<file path="config.mk">
export PLATFORM = sky130hd
export DESIGN_NAME = alu_arbiter
export DESIGN_NICKNAME = d
export VERILOG_FILES = /design/src/rtl/alu_arbiter_pkg.sv /design/src/rtl/alu_arbiter_rr_arbiter2.sv /design/src/rtl/alu_arbiter.sv
export SDC_FILE = /design/constraint.sdc
export NUM_CORES = 1
export LEC_CHECK = 0
export CORE_ASPECT_RATIO = 0.75
export CORE_MARGIN = 2
export CORE_UTILIZATION = 36
export DETAILED_ROUTE_END_ITERATION = 7
export PLACE_DENSITY_LB_ADDON = 0.1
export SETUP_SLACK_MARGIN = 0.15
export SLEW_MARGIN = 20
export SYNTH_ARGS = -nofsm -noshare
export SYNTH_HDL_FRONTEND = slang
export SYNTH_SLANG_ARGS = --single-unit
</file>
<file path="constraint.sdc">
create_clock -name clock -period 3.55 [get_ports clock]
set_input_delay 0.71 -clock clock [delete_from_list [all_inputs] [get_ports clock]]
set_output_delay 0.71 -clock clock [all_outputs]
set_load 0.01 [all_outputs]
</file>
<file path="src/rtl/alu_arbiter_pkg.sv">
// Shared definitions for the ALU sharing arbiter: op codes, FSM states and
// the illegal-op check.
package alu_defs;

  localparam logic [2:0] ALU_AND = 3'b000;
  localparam logic [2:0] ALU_OR  = 3'b001;
  localparam logic [2:0] ALU_ADD = 3'b010;
  localparam logic [2:0] ALU_NOR = 3'b100;
  localparam logic [2:0] ALU_XOR = 3'b101;
  localparam logic [2:0] ALU_SUB = 3'b110;

  typedef enum logic [1:0] {
    ST_IDLE = 2'd0,
    ST_EXEC = 2'd1,
    ST_RESP = 2'd2
  } state_t;

  function automatic logic is_illegal_op(input logic [2:0] op);
    return (op == 3'b011) || (op == 3'b111);
  endfunction

endpackage

</file>
<file path="src/rtl/alu_arbiter_rr_arbiter2.sv">
// Two-input round-robin grant: on a tie the requester that was not granted
// last time wins; a lone requester always wins.
module rr_arbiter2 (
  input  logic [1:0] i_req,
  input  logic       i_last_grant,
  output logic [1:0] o_grant
);

  always_comb begin
    o_grant    = 2'b00;
    o_grant[0] = i_req[0] & (~i_req[1] | i_last_grant);
    o_grant[1] = i_req[1] & (~i_req[0] | ~i_last_grant);
  end

endmodule

</file>
<file path="src/rtl/alu_arbiter.sv">
// Shares one external combinational ALU between two valid/ready requesters,
// one operation in flight, operands and results registered.
module alu_arbiter
  import alu_defs::*;
#(
  parameter int WIDTH = 32,
  parameter int OPW   = 3
) (
  input  logic             clock,
  input  logic             reset,
  input  logic [1:0]       req_valid,
  output logic [1:0]       req_ready,
  input  logic [WIDTH-1:0] req_a0,
  input  logic [WIDTH-1:0] req_b0,
  input  logic [WIDTH-1:0] req_a1,
  input  logic [WIDTH-1:0] req_b1,
  input  logic [OPW-1:0]   req_op0,
  input  logic [OPW-1:0]   req_op1,
  input  logic [1:0]       req_unsig,
  output logic [1:0]       rsp_valid,
  input  logic [1:0]       rsp_ready,
  output logic [WIDTH-1:0] rsp_result,
  output logic             rsp_overflow,
  output logic             rsp_compout,
  output logic             rsp_err,
  output logic [WIDTH-1:0] alu_a,
  output logic [WIDTH-1:0] alu_b,
  output logic [OPW-1:0]   alu_op,
  output logic             alu_unsig,
  input  logic [WIDTH-1:0] alu_out,
  input  logic             alu_overflow,
  input  logic             alu_compout,
  output logic             busy
);

  state_t           r_state;
  logic             r_last_grant;
  logic             r_id;
  logic [WIDTH-1:0] r_a;
  logic [WIDTH-1:0] r_b;
  logic [OPW-1:0]   r_op;
  logic             r_unsig;
  logic [1:0]       r_rsp_valid;
  logic [WIDTH-1:0] r_result;
  logic             r_overflow;
  logic             r_compout;
  logic             r_err;
  logic             r_busy;
  logic [1:0]       w_grant;

  rr_arbiter2 u_rr (
    .i_req        (req_valid),
    .i_last_grant (r_last_grant),
    .o_grant      (w_grant)
  );

  // Grant is offered only in IDLE and never while reset is held.
  assign req_ready = (r_state == ST_IDLE && !reset) ? w_grant : 2'b00;

  assign alu_a        = r_a;
  assign alu_b        = r_b;
  assign alu_op       = r_op;
  assign alu_unsig    = r_unsig;
  assign rsp_valid    = r_rsp_valid;
  assign rsp_result   = r_result;
  assign rsp_overflow = r_overflow;
  assign rsp_compout  = r_compout;
  assign rsp_err      = r_err;
  assign busy         = r_busy;

  always_ff @(posedge clock or posedge reset) begin
    if (reset) begin
      r_state      <= ST_IDLE;
      r_last_grant <= 1'b1;
      r_id         <= 1'b0;
      r_a          <= '0;
      r_b          <= '0;
      r_op         <= '0;
      r_unsig      <= 1'b0;
      r_rsp_valid  <= 2'b00;
      r_result     <= '0;
      r_overflow   <= 1'b0;
      r_compout    <= 1'b0;
      r_err        <= 1'b0;
      r_busy       <= 1'b0;
    end else begin
      case (r_state)
        ST_IDLE: begin
          if (|req_valid) begin
            r_id         <= w_grant[1];
            r_last_grant <= w_grant[1];
            r_a          <= w_grant[1] ? req_a1  : req_a0;
            r_b          <= w_grant[1] ? req_b1  : req_b0;
            r_op         <= w_grant[1] ? req_op1 : req_op0;
            r_unsig      <= w_grant[1] ? req_unsig[1] : req_unsig[0];
            r_busy       <= 1'b1;
            r_state      <= ST_EXEC;
          end
        end
        ST_EXEC: begin
          if (is_illegal_op(r_op)) begin
            r_result   <= '0;
            r_overflow <= 1'b0;
            r_compout  <= 1'b0;
            r_err      <= 1'b1;
          end else begin
            r_result   <= alu_out;
            r_overflow <= alu_overflow;
            r_compout  <= alu_compout;
            r_err      <= 1'b0;
          end
          r_rsp_valid <= r_id ? 2'b10 : 2'b01;
          r_state     <= ST_RESP;
        end
        ST_RESP: begin
          if (rsp_ready[r_id]) begin
            r_rsp_valid <= 2'b00;
            r_busy      <= 1'b0;
            r_state     <= ST_IDLE;
          end
        end
        default: begin
          r_state <= ST_IDLE;
        end
      endcase
    end
  end

endmodule
</file>
---- Word level (Yosys, flattened, before mapping) ----
Cells that the tools add are included.
word-level totals
  register bits after elaboration ......... 110
  word-level logic and storage cells ...... 57
operators by class
  $lt $le $gt $ge ......................... 1
  equal/unequal tests ..................... 6
  mux-type cells .......................... 19
  bitwise gates (word level) .............. 7
  reductions and logical operators ........ 11
operators with widths
  operator              number
  $mux W32              3
  $mux W1               8
  $mux W2               4
  $pmux W2 S3           1
  $reduce_and A2 Y1     3
  $pmux W2 S2           1
  $reduce_bool A2 Y1    2
  $eq A3 B2 Y1 const B  1
  $eq A3 B3 Y1 const B  1
  $mux W3               1
  $not A1 Y1            3
  $reduce_and A3 Y1     1
  $and A1 B1 Y1         2
  $eq A2 B1 Y1 const B  1
  $eq A2 B2 Y1 const B  1
  $logic_not A2 Y1      1
  $lt A1 B2 Y1 const B  1
  $ne A2 B1 Y1 const B  1
  $ne A2 B2 Y1 const B  1
  $or A1 B1 Y1          2
  $pmux W1 S2           1
  $reduce_or A2 Y1      1
  $logic_and A1 B1 Y1   1
  $logic_not A1 Y1      1
  $logic_or A1 B1 Y1    1

---- Depth between registers and ports, before layout ----
Gate-level depths: netlist of the first run.
  word-level depth ........................ 4
  mapped depth ............................ 5
  depth with buffers taken out ............ 3

---- Hierarchy ----
From an unflattened synthesis of the first run, not the netlist that was laid out.
unflattened totals
  cells, all modules ...................... 330
  area, all modules ....................... 4928.5 µm²
modules (own cells, without submodules)
  module       instances  cells each  area an instance (µm²)  sequential area each (µm²)
  alu_arbiter  1          327         4909.7                  2753.9
  rr_arbiter2  1          3           18.8                    0.0

---- Worst setup path before layout of the first run ----
No wires, ideal clock.
  path type ............................... input to output
  start point ............................. input port req_valid[1]
  end point ............................... output port req_ready[1]
  arrival time ............................ 1559 ps
  required time ........................... 2840 ps
  slack ................................... 1281 ps
  stages on the path ...................... 4
  buffers on the path ..................... 2
  cells stage by stage .................... a21bo_1 > buf_6 > buf_8 > nor4_1
between the ends
  word-level cells in the longest chain between the ends .. 2
ends and longest elaborated chain
  element          RTL line                       text
  start, declared  alu_arbiter.sv:11              input logic [1:0] req_valid,
  $and A1 B1 Y1    alu_arbiter_rr_arbiter2.sv:12  o_grant[1] = i_req[1] & (~i_req[0] | ~i_last_grant);
  $mux W2          alu_arbiter.sv:58              assign req_ready = (r_state == ST_IDLE && !reset) ? w_grant : 2'b00;
  end, declared    alu_arbiter.sv:12              output logic [1:0] req_ready,
No other way between the ends.

---- Worst setup path after layout of the first run ----
Ends and elaborated chain as after synthesis.

==> results of run 1 <==
==> layer usage <==
metal / vias to the layer above / GRT usage
li1: 1748 / -
met3: 26 / 0.05638
met4: 0 / 0.06537
met2: 153 / 0.2896
met5: - / 0
met1: 1816 / 0.2222
==> kinds of logic (layout without fill, tap and decap cells) <==
kind of cell,Yosys count,in the layout,synth area share
mux,139,139,0.3768
flops,110,110,0.5023
compound gates,42,42,0.06413
buf+inv,29,311,0.04610
simple gates,9,9,0.01073
==> worst min-delay path: cells and delay by family (launching register included) <==
kind	cells	cell delay, ps
buf+inv	1	50
flops	1	380
mux	1	50
==> per-stage QoR <==
| stage | setup WS, ps | total power [uW] | hold slack, ps |
|---|---|---|---|
| global route | 510.3 | 7356 | 517.2 |
| floorplan | 1281 | 4274 | 450.3 |
| CTS | 572.4 | 7038 | 490.0 |
| global placement | 564.6 | 5916 | 471.8 |
| detailed placement | 568.4 | 5956 | 479.6 |
| finish | 587.9 | 6945 | 485.7 |
==> state kept, by name (all words and copies together), names as in the netlist, 2 cells and up <==
register    cells
alu_b          32
rsp_valid       2
rsp_result     32
alu_op          3
alu_a          32
r_state         2
==> cells in the final DEF (no fill, tap or decap), types with 2 or more instances in the layout <==
cell,n
a22o_1,34
buf_12,3
buf_4,4
clkbuf_16,9
clkdlybuf4s50_1,283
dfrtp_1,109
inv_1,5
inv_6,3
mux2_2,3
mux2_4,134
mux2i_1,2
nand2_1,2
nand2b_1,2
nor4_1,2
o21ai_0,2
o22ai_1,2
==> final cells by class <==
cell class / instances / area (um^2)
Clock inverter: 5 / 65.06
Timing Repair Buffer: 290 / 2923
Tap cell: 205 / 256.5
Sequential cell: 110 / 2754
Inverter: 6 / 26.28
Clock buffer: 10 / 239.0
Multi-Input combinational cell: 190 / 2482
Fill cell: 1181 / 6332
==> where the power goes <==
| part | switching [uW] | total [uW] | internal (uW) |
|---|---|---|---|
| Sequential | 359 | 2240 | 1880 |
| Clock | 458 | 1030 | 572 |
| Combinational | 1330 | 3680 | 2350 |
| Total | 2150 | 6950 | 4800 |
==> worst min path at each step <==
stage | startpoint | to | slack, ps | cells after the start
floorplan | r_last_grant | r_last_grant | 450 | 2
global route | r_last_grant | r_last_grant | 520 | 2
detailed placement | r_last_grant | r_last_grant | 480 | 2
global placement | r_last_grant | r_last_grant | 470 | 2
finish | r_last_grant | r_last_grant | 490 | 2
CTS | r_last_grant | r_last_grant | 490 | 2
==> Yosys cell counts, drive strengths merged <==
library cell / number / share of area
nor3: 1 / 0.0030
mux2: 137 / 0.37
inv: 6 / 0.0041
nor2: 1 / 0.00068
o22ai: 2 / 0.0023
nor4: 2 / 0.0023
nor2b: 1 / 0.0011
mux2i: 2 / 0.0037
o21ai: 2 / 0.0018
a22o: 34 / 0.054
a21bo: 1 / 0.0018
buf: 18 / 0.039
nand2: 2 / 0.0014
a21oi: 2 / 0.0025
nand2b: 2 / 0.0023
dfrtp: 109 / 0.50
dfstp: 1 / 0.0048
o21bai: 1 / 0.0014
clkbuf: 5 / 0.0034
==> results.py, run 1 <==
metrics = {
    "timing": {
        "slew_headroom": 0.5081,
        "skew_ps": 3.650,
        "period_needed_ps": 2962,
        "min_period_over_period": 0.8344,
        "setup_viol": 0,
        "worst_pin_slew_ps": 737.8,
        "drv_slew": 0,
        "fmax_ghz": 0.3376,
        "hold_viol": 0,
        "rsz0062_at_grt": "false",
        "tns_ps": 0,
    },
    "clock_network": {
        "htree_levels": 3,
        "post_cts_buffers": 0,
        "path_clk_slew_ps": 70,
        "post_cts_resized": 0,
        "cts.sinks": 110,
        "clock_latency_ps": 340,
        "cts_buffer_depth": 2,
        "cts_buffers": 9,
        "ctsRootBufferMaster": "clkbuf_16",
        "cts_hold_buf": 0,
        "cts_tree": "yes",
    },
    "setup_path": {
        "crit_family": "buffers and inverters",
        "critPathKind": "in -> out",
        "cp_num_cells": 4,
        "cp_common_cell": "clkdlybuf4s50_1",
        "ff2ff_setup_slack_ps": 1630,
        "worstReg2RegStart": "r_last_grant",
        "crit_chain": "clkdlybuf4s50_1, a21bo_4, nor4_1, clkdlybuf4s50_1",
        "slowest_stage": "clkdlybuf4s50_1",
        "crit_path_start_kind": "primary input",
        "cp_data_arrival_time_ps": 2250,
        "crit_path_end_kind": "output port",
        "crit_start": "req_valid[1]",
        "max_stage_delay_ps": 630,
        "cp_max_fo": 3,
        "r2r_cells": 4,
        "crit_required_ps": 2840,
        "path_buf_inv": 2,
        "endpoint": "req_ready[1]",
        "r2r_end": "alu_a[30]",
    },
    "synth": {
        "synth_nets": 505,
        "yosys_warnings": 0,
        "ys_seq_elements": 110,
        "synth_seq_area_share": 0.5023,
        "syn_inst": 329,
        "synth_area_um2": 5483,
        "synth_area_per_cell_um2": 16.66,
        "synth_cell_types": 25,
    },
    "detailed_routing": {
        "drcViolationCount": 0,
        "first_pass_iters": 4,
        "wl_met3_mm": 1.007,
        "ant_nets": 0,
        "routed_via_density": 4.587,
        "wirelength_mm": 13.91,
        "highest_layer": "met4",
        "wl_met1_mm": 5.972,
        "num_vias": 3743,
        "route.met2.wl_mm": 6.528,
        "drt_iter0_drc": 135,
        "routedWlPerCell_um": 17.04,
    },
    "floorplan": {
        "pin_count": 284,
        "initial_core_util": 0.3636,
        "die_w_um": 146.5,
        "rows": 39,
        "core_um2": 15080,
        "die_y_um": 110.9,
        "die_area_um2": 16240,
    },
    "grt": {
        "antenna_found_initial": 0,
        "grt_pass1_wl_mm": 22.74,
        "overflow": 0,
        "grt_usage": 0.1775,
        "grt_pass1_vias": 4114,
        "grt_max_degree": 71,
    },
    "finish": {
        "drive_gt1_frac": 0.2684,
        "finalNetCount": 783,
        "fin_cells": 816,
        "post-route-cell-area_um2": 8746,
        "insertedDiodeCount": 0,
        "synthToLayoutAreaGrowth_pct": 59.52,
        "final_core_util": 0.5800,
    },
    "run_status": {
        "status": "completed",
    },
    "place": {
        "dpl_cell_area_um2": 8442,
        "dp_cells": 801,
        "gp_congestion": 0.7814,
        "hpwl_mm": 10.22,
        "io_buffers": 283,
    },
    "flow_run": {
        "max-cap-violations": 0,
    },
    "power_and_ir_drop": {
        "p_leak_uw": 0.003911,
        "vdd_drop_max_mv": 0.3811,
        "power_density_nw_per_um2": 794.1,
    },
    "worst_hold_path": {
        "min_path_type": "reg -> reg",
    },
}
Note: power is estimated with default switching activity, not from simulation.
==> run 2: changes to the inputs <==
--- a/config.mk
+++ b/config.mk
@@ -7,7 +7,7 @@
 export LEC_CHECK = 0
 export CORE_ASPECT_RATIO = 0.75
 export CORE_MARGIN = 2
-export CORE_UTILIZATION = 36
+export CORE_UTILIZATION = 40
 export DETAILED_ROUTE_END_ITERATION = 7
 export PLACE_DENSITY_LB_ADDON = 0.1
 export SETUP_SLACK_MARGIN = 0.15
==> constraint.sdc (replaced) <==
create_clock -name clock -period 2.95 [get_ports clock]
set_input_delay 0.59 -clock clock [delete_from_list [all_inputs] [get_ports clock]]
set_output_delay 0.59 -clock clock [all_outputs]
set_load 0.01 [all_outputs]
==> run 2 against run 1 <==
Against the previous run:
- clock power increased by 20%
- register-to-register slack got worse by 640 ps
- combinational power increased by 20%
- critical path depth unchanged
- non-clock buffer count decreased by 1
- via count about the same
- flip-flop and latch count unchanged
- wire length decreased by 1.5%
- clock skew increased by 5.2 ps
- core utilization increased by 6.2 points
- power increased by 20%
- largest power group unchanged
==> results.py, run 2 (synthesis gave the netlist of run 1 again) <==
metrics = {
    "run_status": {
        "status": "completed",
    },
    "floorplan": {
        "pin_count": 284,
        "die_w_um": 139.2,
        "rows": 37,
        "die_area_um2": 14670,
        "initial_core_util": 0.4042,
        "die_y_um": 105.4,
        "core_um2": 13560,
    },
    "grt": {
        "grt_pass1_wl_mm": 22.01,
        "grt_usage": 0.1880,
        "grt_max_degree": 111,
        "antenna_found_initial": 0,
        "overflow": 0,
        "grt_pass1_vias": 4035,
    },
    "clock_network": {
        "post_cts_buffers": 0,
        "cts_buffer_depth": 2,
        "path_clk_slew_ps": 70,
        "cts_hold_buf": 0,
        "post_cts_resized": 0,
        "cts_buffers": 9,
        "cts.sinks": 110,
        "clock_latency_ps": 340,
        "cts_tree": "yes",
        "htree_levels": 3,
        "ctsRootBufferMaster": "clkbuf_16",
    },
    "finish": {
        "insertedDiodeCount": 0,
        "regArea_um2": 2754,
        "final_common_cell": "clkdlybuf4s50_1",
        "n_fill_cell": 1012,
        "synthToLayoutAreaGrowth_pct": 58.72,
        "mostFrequentLayoutCells": "283 x clkdlybuf4s50_1, 134 x mux2_4, 109 x dfrtp_1, 34 x a22o_1, 9 x clkbuf_16",
        "drive_gt1_frac": 0.2684,
        "final_core_util": 0.6415,
        "multi_input_area_um2": 2482,
        "finalNetCount": 782,
    },
    "detailed_routing": {
        "drcViolationCount": 0,
        "routed_via_density": 4.761,
        "drt_iter0_drc": 124,
        "num_vias": 3742,
        "wirelength_mm": 13.70,
        "ant_nets": 0,
        "first_pass_iters": 4,
        "routedWlPerCell_um": 17.43,
    },
    "power_and_ir_drop": {
        "p_leak_uw": 0.003905,
        "power_density_nw_per_um2": 958.3,
        "finalPower_uw": 8339,
        "vdd_drop_max_mv": 0.6043,
    },
    "setup_path": {
        "cp_data_arrival_time_ps": 2110,
        "cp_max_fo": 3,
        "critPathKind": "in -> out",
        "crit_path_end_kind": "output port",
        "crit_path_start_kind": "primary input",
        "crit_required_ps": 2360,
    },
    "timing": {
        "fmax_ghz": 0.3703,
        "min_period_over_period": 0.9153,
        "tns_ps": 0,
        "worst_pin_slew_ps": 584.0,
        "hold_viol": 0,
        "period_needed_ps": 2700,
        "setup_ws_ps": 249.8,
        "setup_viol": 0,
        "skew_ps": 8.815,
        "drv_slew": 0,
        "slew_headroom": 0.6106,
        "rsz0062_at_grt": "false",
    },
    "place": {
        "gp_congestion": 0.8079,
        "io_buffers": 283,
        "hpwl_mm": 9.913,
        "dp_slack_ps": 259.5,
    },
    "worst_hold_path": {
        "min_path_type": "reg -> reg",
    },
    "flow_run": {
        "max-cap-violations": 0,
    },
}
-- run 2: changes by cell type in the layout (fill, tap and decap cells not counted) --
cell / delta
clkinv_2: +1
clkinvlp_4: +1
inv_8: +1
inv_6: -1
clkbuf_8: -1
buf_4: -1
-- run 2: layer usage --
layer  global-route usage  wire, um
met1               0.2424      5815
met2               0.3100      6661
met3              0.05952       984
met4              0.04690       241
met5                    0         0
-- run 2: stage by stage --
stage | hold WS, ps | area [um^2] | instances
after global routing | 519.5 | 8702 | 786
after CTS | 507.2 | 8702 | 786
final | 505.4 | 8702 | 786
after global placement | 482.7 | 8397 | 770
after floorplan | 450.3 | 5487 | 329
after detailed placement | 489.8 | 8397 | 770
-- run 2: final timing paths --
| path | cells after the start | to | start | slack (ps) |
|---|---|---|---|---|
| setup / recovery | 4 | req_ready[1] | req_valid[1] | 250 |
| hold / removal | 2 | r_last_grant | r_last_grant | 510 |
| setup reg to reg | 4 | alu_a[30] | r_last_grant | 990 |
| hold reg to reg | 2 | r_last_grant | r_last_grant | 510 |
| max in group asynchronous | 3 | alu_b[30] | reset | 1690 |
| min in group asynchronous | 3 | alu_b[4] | reset | 820 |
-- run 2: area by class of cell --
class                      instances  share of cell area
multi-input combinational        190              0.2853
sequential                       110              0.3165
clock inverter                     7            0.009202
clock buffer                       9             0.02588
timing repair buffer             289              0.3350
tap                              175             0.02516
inverter                           6            0.003019
-- run 2: report_power, final --
part | switching, uW | internal [uW]
clock network | 568 | 672
registers | 433 | 2260
logic | 1590 | 2810
-- run 2: worst max-delay path, cell delays in order --
cell	delay (ps)
clkdlybuf4s50_1	510
a21bo_4	250
nor4_1	180
clkdlybuf4s50_1	580
